**src/rtl/uart_pkg.sv**
```systemverilog
// Shared UART types and helpers: parity selection, receiver FSM states and
// the clocks-per-bit derivation used by both the RX and TX datapaths.
package uart_pkg;

  typedef enum logic [1:0] {
    PAR_NONE,
    PAR_ODD,
    PAR_EVEN
  } parity_t;

  typedef enum logic [2:0] {
    IDLE,
    START,
    DATA,
    PARITY,
    STOP,
    BREAK_WAIT
  } rx_state_t;

  localparam int MIN_CPB = 8;

  // Callers must reject results below MIN_CPB at elaboration.
  function automatic int calc_cpb(input int clk_hz, input int baud);
    return clk_hz / baud;
  endfunction

endpackage

```
**src/rtl/uart_bit_timer.sv**
```systemverilog
// Modulo-CPB bit timer: sample_tick_o fires on the last count of a half or full bit,
// combinationally from the count register; the counter wraps on every tick and on clear.
module uart_bit_timer #(
  parameter int CPB = 50
) (
  input  logic clk_i,
  input  logic rst_i,
  input  logic clr_i,
  input  logic half_i,
  output logic sample_tick_o
);

  localparam int TW = $clog2(CPB);
  localparam logic [TW-1:0] FULL_LAST = TW'(CPB - 1);
  localparam logic [TW-1:0] HALF_LAST = TW'(CPB / 2 - 1);

  logic [TW-1:0] cnt_q, cnt_d;

  always_comb begin
    sample_tick_o = (cnt_q == (half_i ? HALF_LAST : FULL_LAST));
    cnt_d         = cnt_q + TW'(1);
    if (clr_i || sample_tick_o) begin
      cnt_d = '0;
    end
  end

  always_ff @(posedge clk_i) begin
    if (rst_i) begin
      cnt_q <= '0;
    end else begin
      cnt_q <= cnt_d;
    end
  end

endmodule

```
**src/rtl/uart_rx_deframer.sv**
```systemverilog
// Mid-bit sampling UART receiver; results register one cycle after the final stop sample.
// Output is valid/ready; a good character arriving while the output is still full is dropped and flagged as overrun.
module uart_rx_deframer
  import uart_pkg::*;
#(
  parameter int      CLK_FREQ_HZ = 50_000_000,
  parameter int      BAUD_RATE   = 1_000_000,
  parameter int      DATA_BITS   = 8,
  parameter parity_t PARITY      = PAR_NONE,
  parameter int      STOP_BITS   = 1
) (
  input  logic                 dest_clk_i,
  input  logic                 dest_rst_i,
  input  logic                 rx_i,
  output logic [DATA_BITS-1:0] data_o,
  output logic                 data_valid_o,
  input  logic                 data_ready_i,
  output logic                 frame_err_o,
  output logic                 parity_err_o,
  output logic                 overrun_o,
  output logic                 busy_o
);

  localparam int CPB = calc_cpb(CLK_FREQ_HZ, BAUD_RATE);
  localparam int BW  = $clog2(DATA_BITS + 1);
  localparam logic [BW-1:0] LAST_DATA = BW'(DATA_BITS - 1);
  localparam logic [BW-1:0] LAST_STOP = BW'(STOP_BITS - 1);

  if (CPB < MIN_CPB) begin : g_bad_cpb
    $error("uart_rx_deframer: clocks per bit must be at least 8");
  end
  if (DATA_BITS < 5 || DATA_BITS > 9) begin : g_bad_data_bits
    $error("uart_rx_deframer: DATA_BITS must be 5..9");
  end
  if (STOP_BITS < 1 || STOP_BITS > 2) begin : g_bad_stop_bits
    $error("uart_rx_deframer: STOP_BITS must be 1 or 2");
  end

  rx_state_t            state_q, state_d;
  logic [BW-1:0]        bit_cnt_q, bit_cnt_d;
  logic [DATA_BITS-1:0] shift_q, shift_d;
  logic                 par_bad_q, par_bad_d;
  logic                 stop_bad_q, stop_bad_d;
  logic [DATA_BITS-1:0] data_q, data_d;
  logic                 valid_q, valid_d;
  logic                 frame_err_q, frame_err_d;
  logic                 parity_err_q, parity_err_d;
  logic                 overrun_q, overrun_d;
  logic                 timer_clr;
  logic                 tick;
  logic                 stop_low;

  uart_bit_timer #(
    .CPB(CPB)
  ) u_bit_timer (
    .clk_i        (dest_clk_i),
    .rst_i        (dest_rst_i),
    .clr_i        (timer_clr),
    .half_i       (state_q == START),
    .sample_tick_o(tick)
  );

  always_comb begin
    state_d      = state_q;
    bit_cnt_d    = bit_cnt_q;
    shift_d      = shift_q;
    par_bad_d    = par_bad_q;
    stop_bad_d   = stop_bad_q;
    data_d       = data_q;
    valid_d      = valid_q;
    frame_err_d  = 1'b0;
    parity_err_d = 1'b0;
    overrun_d    = 1'b0;
    timer_clr    = 1'b0;
    stop_low     = stop_bad_q | ~rx_i;

    if (valid_q && data_ready_i) begin
      valid_d = 1'b0;
    end

    case (state_q)
      IDLE: begin
        timer_clr = 1'b1;
        if (!rx_i) begin
          state_d    = START;
          bit_cnt_d  = '0;
          par_bad_d  = 1'b0;
          stop_bad_d = 1'b0;
        end
      end
      START: begin
        if (tick) begin
          state_d   = rx_i ? IDLE : DATA;
          bit_cnt_d = '0;
        end
      end
      DATA: begin
        if (tick) begin
          shift_d = {rx_i, shift_q[DATA_BITS-1:1]};
          if (bit_cnt_q == LAST_DATA) begin
            bit_cnt_d = '0;
            state_d   = (PARITY != PAR_NONE) ? uart_pkg::PARITY : STOP;
          end else begin
            bit_cnt_d = bit_cnt_q + BW'(1);
          end
        end
      end
      uart_pkg::PARITY: begin
        if (tick) begin
          // Even parity expects the bit to equal the data XOR; odd expects its inverse.
          par_bad_d = (PARITY == PAR_EVEN) ? ((^shift_q) != rx_i) : ((^shift_q) == rx_i);
          state_d   = STOP;
        end
      end
      STOP: begin
        if (tick) begin
          if (bit_cnt_q == LAST_STOP) begin
            bit_cnt_d = '0;
            if (stop_low) begin
              frame_err_d = 1'b1;
              state_d     = BREAK_WAIT;
            end else if (par_bad_q) begin
              parity_err_d = 1'b1;
              state_d      = IDLE;
            end else begin
              state_d = IDLE;
              if (!valid_q || data_ready_i) begin
                data_d  = shift_q;
                valid_d = 1'b1;
              end else begin
                overrun_d = 1'b1;
              end
            end
          end else begin
            bit_cnt_d  = bit_cnt_q + BW'(1);
            stop_bad_d = stop_low;
          end
        end
      end
      BREAK_WAIT: begin
        // A line held low must return high before another start can be taken.
        timer_clr = 1'b1;
        if (rx_i) begin
          state_d = IDLE;
        end
      end
      default: begin
        state_d = IDLE;
      end
    endcase
  end

  always_ff @(posedge dest_clk_i) begin
    if (dest_rst_i) begin
      state_q      <= IDLE;
      bit_cnt_q    <= '0;
      shift_q      <= '0;
      par_bad_q    <= 1'b0;
      stop_bad_q   <= 1'b0;
      data_q       <= '0;
      valid_q      <= 1'b0;
      frame_err_q  <= 1'b0;
      parity_err_q <= 1'b0;
      overrun_q    <= 1'b0;
    end else begin
      state_q      <= state_d;
      bit_cnt_q    <= bit_cnt_d;
      shift_q      <= shift_d;
      par_bad_q    <= par_bad_d;
      stop_bad_q   <= stop_bad_d;
      data_q       <= data_d;
      valid_q      <= valid_d;
      frame_err_q  <= frame_err_d;
      parity_err_q <= parity_err_d;
      overrun_q    <= overrun_d;
    end
  end

  assign data_o       = data_q;
  assign data_valid_o = valid_q;
  assign frame_err_o  = frame_err_q;
  assign parity_err_o = parity_err_q;
  assign overrun_o    = overrun_q;
  assign busy_o       = (state_q != IDLE);

endmodule

```
**config.mk**
```make
export PLATFORM = sky130hd
export DESIGN_NAME = uart_rx_deframer
export DESIGN_NICKNAME = d
export VERILOG_FILES = /design/src/rtl/uart_pkg.sv /design/src/rtl/uart_bit_timer.sv /design/src/rtl/uart_rx_deframer.sv
export SDC_FILE = /design/constraint.sdc
export NUM_CORES = 1
export LEC_CHECK = 0
export CORE_MARGIN = 1
export CORE_UTILIZATION = 35
export CTS_CLUSTER_SIZE = 8
export DETAILED_ROUTE_END_ITERATION = 7
export GPL_TIMING_DRIVEN = 0
export PLACE_DENSITY = 0.64
export SETUP_SLACK_MARGIN = 0.05
export SLEW_MARGIN = 20
export SYNTH_ARGS = -nofsm -noshare
export SYNTH_HDL_FRONTEND = slang
export SYNTH_SLANG_ARGS = --single-unit
```
**constraint.sdc**
```tcl
create_clock -name dest_clk_i -period 6.24 [get_ports dest_clk_i]
set_input_delay 0.936 -clock dest_clk_i [delete_from_list [all_inputs] [get_ports dest_clk_i]]
set_output_delay 0.936 -clock dest_clk_i [all_outputs]
set_load 0.005 [all_outputs]
```
==> flow_summary_export.csv, run 1 <==
group,metric,value,unit
synth,syn_area_per_cell,8.97,um^2
routing,vias,1366,
synth,synth_xor_area_share,6.83,%
synth,yosysTopAreaCellShare,40.3,%
routing,via_per_inst,4.79,
sta,finalClockSkew,7.08,ps
power,vdd_drop_max,0.000166,V
synth,synth_edf_count,0,
sta,worstMarginPinSlew,875,ps
routing,postRouteAntennaNets,0,
die,die_area,5260,um^2
synth,synthSimpleGateAreaFrac,27.2,%
layout,area_growth,20.5,%
clocking,cts_made_buffers,5,
synth,synthArstFlopShare,0,%
layout,fillerInstances,493,
sta,finalCritPeriodShare,48.6,%
die,core_area,4750,um^2
synth,synth_commonest_cells,"dfxtp_1 (35), nor2_1 (30), mux2i_1 (16)",
power,leakagePower,0.698,nW
critical_path,required,6400,ps
sta,finalSetupTns,0,ps
routing,drt_iter0_markers,60,
clocking,clk_pin_slew,70,ps
critical_path,crit_type,"in2reg",
global_route,grt_pass1_vias,1235,
die,rows,25,
clocking,root_buffer,"clkbuf_8",
clocking,postCtsHoldBufs,0,
synth,syn_nets,201,
clocking,cts_setup_buffers,0,
die,ioPinCount,17,
synth,ys.flop_type,"dfxtp_1",
sta,slew_violations,0,
synth,yosys.cell_types.count,42,
global_route,grt_pass1_wl,5640,um
layout,fin_nets,224,
global_route,grt-ovfl-total,0,
clocking,cts_tree,"yes",
die,die_x,72.5,um
sta,rsz0062_at_grt,"no",
job,max_cap_viol_count,0,
die,start_util,36.6,%
global_route,grt_max_degree,13,
routing,route.detailed.wl_per_inst,11.6,um
routing,first_pass_iters,4,
synth,syn_area,1740,um^2
clocking,clkLatencyLatePin,290,ps
placement,hpwlAfterDp,2400,um
critical_path,worst_setup_path_end_kind,"register",
sta,relSlewSlack,41.5,%
sta,max_freq,329,MHz
clocking,cts_sinks,35,
placement,gp_congestion,0.822,
synth,ys_seq_elements,35,
routing,drc_errors,0,
power,cellPowerDensity,245,nW/um^2
synth,synth.area.top_cells,"dfxtp_1 (40%), mux2i_1 (9.2%), nor2_1 (6.5%)",
clocking,cts_resized,0,
sta,setup_viol,0,
layout,multi_input_area,981,um^2
critical_path,crit_arrival,3200,ps
synth,synthAdderAreaFrac,2.16,%
placement,portBuffers,16,
status,status,"finished, final reports clean",
layout,seqCellArea,701,um^2
synth,synth_top_cell_by_area,"dfxtp_1",
global_route,grt_usage,14.0,%
synth,synth.area.mux_share,10.5,%
critical_path,critPathMaxFanout,10,
layout,antenna_cells,0,
sta,whs,490,ps
min_path,hold_path.class,"reg2reg",
critical_path,setup.worst_path.start_class,"primary input",
synth,synth.most_common_cell,"dfxtp_1",
power,p_total,0.000513,W
synth,ys.warnings.count,0,
sta,hold_violations,0,
synth,ys_seq_area_share,40.3,%
synth,synthCells,194,
clocking,cts_max_path_buffers,2,
global_route,grt_antenna_before_repair,0,
sta,period_needed,3040,ps
synth,synth_compound_area_share,9.71,%
routing,wl,3300,um
die,chipHeight,72.5,um
synth,synth_top_family_by_area,"simple AND/OR/NAND/NOR gates",
clocking,cts_max_level,2,
layout,post_route_cells_drive_above_1_share,7.80,%
## per-layer routing
layer	GRT usage (%)	wire (um)	vias to the layer above
li1	-	-	721
met1	19.5	1720	612
met2	19.5	1380	29
met3	4.31	167	4
met4	6.54	39	0
met5	0	0	-
## cell usage in the layout, fill, tap and decap left out, types with 2 or more instances in the layout
cell              n
nand2_1          10
nand3_1           4
nor3_1            3
or3_1             3
xor2_1            3
o41a_1            2
a31oi_1           2
o21ai_0           3
clkdlybuf4s50_1  16
or2_2             2
nand3b_1          5
nor4_1            4
inv_1             6
nand2b_1          3
clkbuf_8          5
nor3b_1           5
buf_2             2
dfxtp_1          35
nor2_1           30
mux2i_1          16
nor2b_1           7
a21oi_1           9
o21a_1            2
clkbuf_1          7
mux2_2            2
and3_1            2
xnor2_1           8
ha_1              3
## worst max-delay path, stage by stage
cell	delay, ps
clkdlybuf4s50_1	480
clkbuf_1	350
nor3b_1	370
nand2_1	150
nor4_4	600
mux2i_1	260
nor2_1	50
## power by group
part / switching [W] / internal [W] / leakage (nW)
combinational: 0.0000447 / 0.0000328 / 0.358
clock: 0.0000830 / 0.000119 / 0.0581
sequential: 0.00000551 / 0.000228 / 0.282
total: 0.000133 / 0.000380 / 0.698
## area by class of cell
| type | count | area share (%) |
|---|---|---|
| Multi-Input combinational cell | 144 | 46.8 |
| Sequential cell | 35 | 33.4 |
| Timing Repair Buffer | 16 | 7.64 |
| Tap cell | 67 | 4.00 |
| Clock buffer | 5 | 3.28 |
| Clock inverter | 3 | 2.09 |
| Buffer | 9 | 1.73 |
| Inverter | 6 | 1.07 |
## through the flow
stage	cell area [um^2]	utilization (%)	setup slack, ps	std cells
after floorplan	1740	-	3770	194
after global placement	1980	41.7	2870	277
after detailed placement	1980	41.7	2900	277
after CTS	2100	44.1	3170	285
after global routing	2100	44.1	3000	285
final	2100	44.1	3200	285
## logic make-up (layout without fill, tap and decap cells)
kind of cell	Yosys count	count (layout)
AO/OA/AOI/OAI	25	25
AND/OR/NAND/NOR	86	86
flip-flops	35	35
buffers and inverters	15	39
multiplexers	18	18
XOR/XNOR	12	12
adder cells (fa/ha/maj)	3	3
## worst paths after layout
path	startpoint	endpoint	slack, ps	cells past startpoint
worst max-delay path	rx_i	data_o[6]	3200	7
worst min register to register	bit_cnt_q[1]	bit_cnt_q[1]	490	2
worst max register to register	state_q[0]	data_o[6]	3660	6
worst min-delay path	bit_cnt_q[1]	bit_cnt_q[1]	490	2
## flip-flops by register name, summed over array words and instances (netlist names), 3 cells and up
name	cells
bit_cnt_q	4
state_q	3
data_o	8
u_bit_timer.cnt_q	6
shift_q	8
(Power assumes the default switching activity.)
==> run 2, diff against run 1 <==
Clock period 6.24 ns to 2.8 ns, I/O delays scaled along.
==> results of run 2 <==
The final DEF is identical to that of run 1. Status: finished, final reports clean.
Among the figures that moved: setup slack after placement 2900 ps -> -21.1 ps; setup slack after layout 3200 ps -> 225 ps; start point of the critical path rx_i -> state_q[0]; register-to-register setup slack 3660 ps -> 220 ps; total power 0.000513 W -> 0.00114 W; worst IR drop on VDD 0.000166 V -> 0.000370 V
==> run 3, diff against run 2 <==
Settings changed: TNS_END_PERCENT from default to 5.
==> results of run 3 <==
The final DEF is identical to that of run 1. Status: finished, final reports clean.
Among the figures that moved: setup slack after placement 2900 ps -> -21.1 ps; setup slack after layout 3200 ps -> 225 ps; start point of the critical path rx_i -> state_q[0]; register-to-register setup slack 3660 ps -> 220 ps; total power 0.000513 W -> 0.00114 W; worst IR drop on VDD 0.000166 V -> 0.000370 V
